==> config.mk <==
export PLATFORM = sky130hd
export DESIGN_NAME = gamate_cart_fetch
export DESIGN_NICKNAME = d
export VERILOG_FILES = /design/src/rtl/gamate_cart_fetch.sv
export SDC_FILE = /design/constraint.sdc
export NUM_CORES = 1
export LEC_CHECK = 0
export ABC_CLOCK_PERIOD_IN_PS = 6600
export BUFFER_PORTS_ARGS = -buffer_cell sky130_fd_sc_hd__buf_4
export CORE_MARGIN = 4
export CORE_UTILIZATION = 25
export CTS_CLUSTER_SIZE = 40
export DETAILED_ROUTE_END_ITERATION = 6
export PLACE_DENSITY = 0.51
export SYNTH_ARGS = -nofsm -noshare
export SYNTH_HDL_FRONTEND = slang
export SYNTH_SLANG_ARGS = --single-unit
export TNS_END_PERCENT = 30
==> constraint.sdc <==
create_clock -name clk -period 6.6 [get_ports clk]
set_input_delay 0.33 -clock clk [delete_from_list [all_inputs] [get_ports clk]]
set_output_delay 0.33 -clock clk [all_outputs]
set_load 0.05 [all_outputs]
==> src/rtl/gamate_cart_fetch.sv <==
// gamate_cart_fetch: cart ROM fetch with word cache, address mirroring and SDRAM keep-alive reads
module gamate_cart_fetch #(
  parameter logic [24:0] BASE_ADDR = 25'h0,
  parameter int          KEEPALIVE = 1024
) (
  input  logic        clk,
  input  logic        reset,
  input  logic [21:0] rom_addr,
  input  logic        rom_read,
  input  logic [21:0] rom_size,
  output logic [7:0]  cart_dout,
  output logic [24:0] sdram_addr,
  output logic        sdram_req,
  input  logic        sdram_ack,
  input  logic [15:0] sdram_dout,
  output logic        busy
);
  localparam int KW = KEEPALIVE > 1 ? $clog2(KEEPALIVE) : 1;
  localparam logic [KW-1:0] KA_MAX = KW'(KEEPALIVE - 1);
  typedef enum logic [1:0] {IDLE, WAIT_ACK, DRAIN} state_t;
  state_t state_q, state_d;
  logic [KW-1:0] ka_q, ka_d;
  logic [20:0] tag_q, tag_d;
  logic [15:0] word_q, word_d;
  logic [7:0] cart_q, cart_d;
  logic [24:0] addr_q, addr_d;
  logic valid_q, valid_d, sel_q, sel_d, req_q, req_d;
  logic [21:0] mask, eff;
  logic oor, hit, ack_ok;
  always_comb begin
    mask = rom_size - 22'd1;
    mask = mask | (mask >> 1);
    mask = mask | (mask >> 2);
    mask = mask | (mask >> 4);
    mask = mask | (mask >> 8);
    mask = mask | (mask >> 16);
    eff = rom_addr & mask;
    oor = rom_size == 22'd0 || eff >= rom_size;
    hit = valid_q && eff[21:1] == tag_q && ka_q != KA_MAX;
    ack_ok = sdram_ack == req_q;
    state_d = state_q;
    ka_d = ka_q;
    tag_d = tag_q;
    word_d = word_q;
    cart_d = cart_q;
    addr_d = addr_q;
    valid_d = valid_q;
    sel_d = sel_q;
    req_d = req_q;
    if (reset) begin
      // an in-flight request must still be acked before the next toggle, so reset drains it
      state_d = state_q == IDLE ? IDLE : DRAIN;
      ka_d = '0;
      tag_d = '0;
      valid_d = 1'b0;
      sel_d = 1'b0;
      cart_d = 8'hFF;
      addr_d = BASE_ADDR;
    end else if (state_q == IDLE) begin
      ka_d = ka_q == KA_MAX ? ka_q : ka_q + KW'(1);
      if (rom_read && oor) begin
        cart_d = 8'hFF;
      end else if (rom_read && hit) begin
        cart_d = eff[0] ? word_q[15:8] : word_q[7:0];
      end else if (rom_read) begin
        addr_d = BASE_ADDR + 25'({eff[21:1], 1'b0});
        req_d = ~req_q;
        tag_d = eff[21:1];
        sel_d = eff[0];
        ka_d = '0;
        state_d = WAIT_ACK;
      end
    end else if (state_q == WAIT_ACK) begin
      if (ack_ok) begin
        word_d = sdram_dout;
        valid_d = 1'b1;
        cart_d = sel_q ? sdram_dout[15:8] : sdram_dout[7:0];
        state_d = IDLE;
      end
    end else begin
      state_d = ack_ok ? IDLE : DRAIN;
    end
  end
  always_ff @(posedge clk) begin
    state_q <= state_d;
    ka_q <= ka_d;
    tag_q <= tag_d;
    word_q <= word_d;
    cart_q <= cart_d;
    addr_q <= addr_d;
    valid_q <= valid_d;
    sel_q <= sel_d;
    req_q <= req_d;
  end
  assign cart_dout = cart_q;
  assign sdram_addr = addr_q;
  assign sdram_req = req_q;
  assign busy = state_q != IDLE;
endmodule
==> parameters.txt <==
Parameter                              Value

Outcome
  Result of the run ... finished, final reports clean

Job
  Number of max-capacitance violations reported ... 0

Finish
  Fill cell instance count of the final layout ... approximately 2,100
  Most common cell after layout, fill and taps aside ... buf_4
  Design Area, Final ... ~6400 um2
  Highest-count cells in the layout ignoring fill and taps ... buf_4, nor2_1, mux2i_1, dfxtp_1, inv_1
  # diodes ... 0
  Post-Route Utilization ... 0.324
  Share of layout cells above drive strength 1 ... 0.201
  Relative area change from synthesis to final layout ... 27.1%
  FF+latch area ... 1390 um2
  Total area of multi-input combinational cells ... about 3400 um2
  Net count, final ... 780

Routing
  Number of search-and-repair iterations in the first detailed-routing pass ... 5
  DRC violation count after routing ... 0
  Average detailed-routed wire length per instance ... 18.1 um
  Final wirelength ... 17.4 mm
  Mean number of vias per cell ... 5.12
  DR iter-0 viols ... about 320
  Final ANT Viol Nets ... 0
  Number of vias after detailed routing ... 4,917

Timing
  Total count of max-transition violations in the final report ... 0
  Post-route worst hold slack ... between 150 and 200 ps
  Setup-violating endpoint count in the final report ... 0
  Timing-limited maximum frequency ... approximately 180 MHz
  Crit path time final ... 5620 ps
  Relative slew slack ... 0.291
  Unrepaired setup endpoints after global routing ... false
  Clock Skews ... 10.3 ps
  Transition at the pin with the smallest max-transition slack ... 1050 ps
  Final Hold Fails ... 0
  Sum Neg Setup Slack ... 0 ps
  Final cycle utilization of the critical path ... 0.851

Place
  Instance area at placement ... between 6000 and 7000 um2
  Detail Placement HPWL ... approximately 14 mm
  Port Buffers ... 94
  Placer's final routability congestion estimate ... roughly 0.94

Synth
  Sequential cell area fraction in the yosys report ... 0.278
  Most used flip-flop cell after synthesis ... dfxtp_1
  Multiplexer share of the synthesized area ... 0.0843
  Number of enable flip-flop cells after synthesis ... 19
  Adder and majority gate portion of the synthesized area ... 0.0625
  Avg Inst Size Synth ... approximately 8.4 um2
  Total number of yosys warnings ... 0
  Combinational family with the most area after synthesis ... simple AND/OR/NAND/NOR gates
  Post-synthesis compound-gate area fraction ... 0.194
  Synthesized netlist cell count ... 596
  Cell taking the most area after synthesis ... dfxtp_1
  Fraction of synthesis flops using an asynchronous set or reset pin ... 0
  Share of the synthesized area in the top cell type ... 0.164
  Syn Std Cell Area ... approximately 5000 um2
  Number of flip-flops and latches in the synthesized netlist ... 60
  Synth top area cells ... dfxtp_1, edfxtp_1, mux2i_1
  Post-synthesis xor/xnor area fraction ... 0.0280
  Number of different library cells in the post-synthesis netlist ... between 60 and 70
  Basic-gate share of the synthesized area counting and, or, nand and nor cells ... 0.299

Global route
  Remaining Overflow, GRT ... 0
  Global-route wire length before repair ... ~27 mm
  Number of global-route vias before repair ... ~4,800
  Largest net degree at the start of global routing ... 46
  Global-route usage over all layers ... 0.155
  Antenna violations before repair ... 0

Clocking
  Later-pin clock latency in the skew report ... approximately 350 ps
  Maximum buffer depth of the clock tree ... 2
  Max H-tree Level ... 3
  Number of clock buffers inserted by TritonCTS ... 9
  CTS tree ... yes
  Root Buffer Master ... clkbuf_16
  Clock transition time at the flip-flop clock pins of the worst setup and hold paths ... around 50 ps
  Number of hold-repair buffers added at the cts stage ... 0
  Number of resized instances in the post-cts repair step ... 0
  CTS sink cnt ... 60
  Number of post-CTS setup repair buffers ... 0

Floorplanning
  Num rows ... a little over 50
  I/O Pins ... 99
  Die W ... about 150 um
  Core Region ... roughly 20,000 um2
  Full die area ... 22,300 um2
  Effective utilization at floorplan ... 0.255
  Vertical die dimension ... 149 um

Pwr
  Static leakage ... 2.50 nW
  Pwr Density ... 257 nW/um2
  Maximum vdd drop ... roughly 0.10 mV

Setup path
  Arrival time at the worst endpoint ... between 5000 and 6000 ps
  Startpoint types ... input pin
  Critical path data required time ... slightly below 7000 ps
  CP endpoint kind ... register
  FF-to-FF path depth ... 12
  Crit Path Max Fanout ... 17
  WS Path Type ... in -> reg

Worst hold path
  Hold/Removal Path Class ... in -> reg
  Cell depth of the worst min-delay path ... 1
-- per-stage QoR --
stage / setup slack, ps / total power, mW / instances
after floorplan: 1270 / 0.915 / 599
after global placement: 797 / 1.13 / 945
after detailed placement: 687 / 1.13 / 945
after CTS: 1050 / 1.65 / 961
after global routing: 487 / 1.72 / 961
final: 984 / 1.64 / 961
-- area by class of cell --
| cell class | count | share of cell area |
|---|---|---|
| clock buffer | 9 | 0.0354 |
| tap | 265 | 0.0522 |
| multi-input combinational | 474 | 0.530 |
| inverter | 39 | 0.0230 |
| sequential | 60 | 0.219 |
| timing repair buffer | 107 | 0.126 |
| clock inverter | 7 | 0.0144 |
-- power breakdown --
group	leakage, nW	switching (mW)	internal, mW
logic	1.85	0.389	0.229
registers	0.509	0.0660	0.437
clock network	0.147	0.186	0.328
-- flip-flops by register name (all words and copies together), names as in the netlist --
signal	cells
sdram_req	1
word_q	16
cart_dout	8
ka_q	10
tag_q	21
state_q	2
sel_q	1
valid_q	1
-- per-layer routing --
| layer | wire, um | global-route usage | part of all wire |
|---|---|---|---|
| met5 | 0 | 0 | 0 |
| met4 | 456 | 0.0632 | 0.026 |
| met3 | 831 | 0.0212 | 0.048 |
| met2 | 7800 | 0.238 | 0.45 |
| met1 | 8310 | 0.218 | 0.48 |
-- path summary, 6_finish.rpt --
path | from | end | slack, ps
max | rom_size[0] | tag_q[0] | 980
min | sdram_dout[8] | word_q[8] | 180
max reg2reg | ka_q[0] | ka_q[4] | 3240
min reg2reg | cart_dout[1] | cart_dout[1] | 500
-- cells by family after synthesis --
| logic type | Yosys count |
|---|---|
| simple gates | 260 |
| compound gates | 127 |
| buf+inv | 65 |
| flops | 60 |
| mux | 42 |
| fa+ha+maj | 25 |
| xor+xnor | 16 |
| other cells | 1 |
-- critical path, cell delays in order --
cell,delay (ps)
buf_4,140
inv_1,50
ha_1,380
or4_1,580
o21ai_0,150
a21oi_1,150
nor3_1,610
and3_1,440
a31oi_1,160
ha_1,330
a21o_1,160
a21o_1,170
a221oi_1,360
o21a_1,160
o21a_1,120
nor2_1,50
a211oi_1,190
o21ai_0,250
a2111oi_2,370
buf_4,370
mux2i_1,230
nor2_1,50
-- synth_stat cells (3+ instances only) --
master,count
a2111o_1,3
a2111oi_0,3
a211o_1,5
a211oi_1,5
a21boi_0,6
a21o_1,14
a21oi_1,19
a221o_1,8
a221oi_1,12
a31oi_1,5
and2_1,13
and3_1,6
and4_1,8
buf_2,6
buf_4,4
clkbuf_1,14
dfxtp_1,41
edfxtp_1,19
ha_1,25
inv_1,38
mux2i_1,41
nand2_1,23
nand2b_1,11
nand3_1,19
nand4_1,22
nor2_1,54
nor2b_1,25
nor3_1,22
nor3b_1,3
nor4_1,21
nor4_2,3
nor4b_1,4
o211ai_1,3
o21a_1,7
o21ai_0,9
o22ai_1,5
o31a_1,3
o31ai_1,3
or2_2,5
or4_1,9
xnor2_1,12
xor2_1,4
Note: power is estimated with default switching activity, not from simulation.
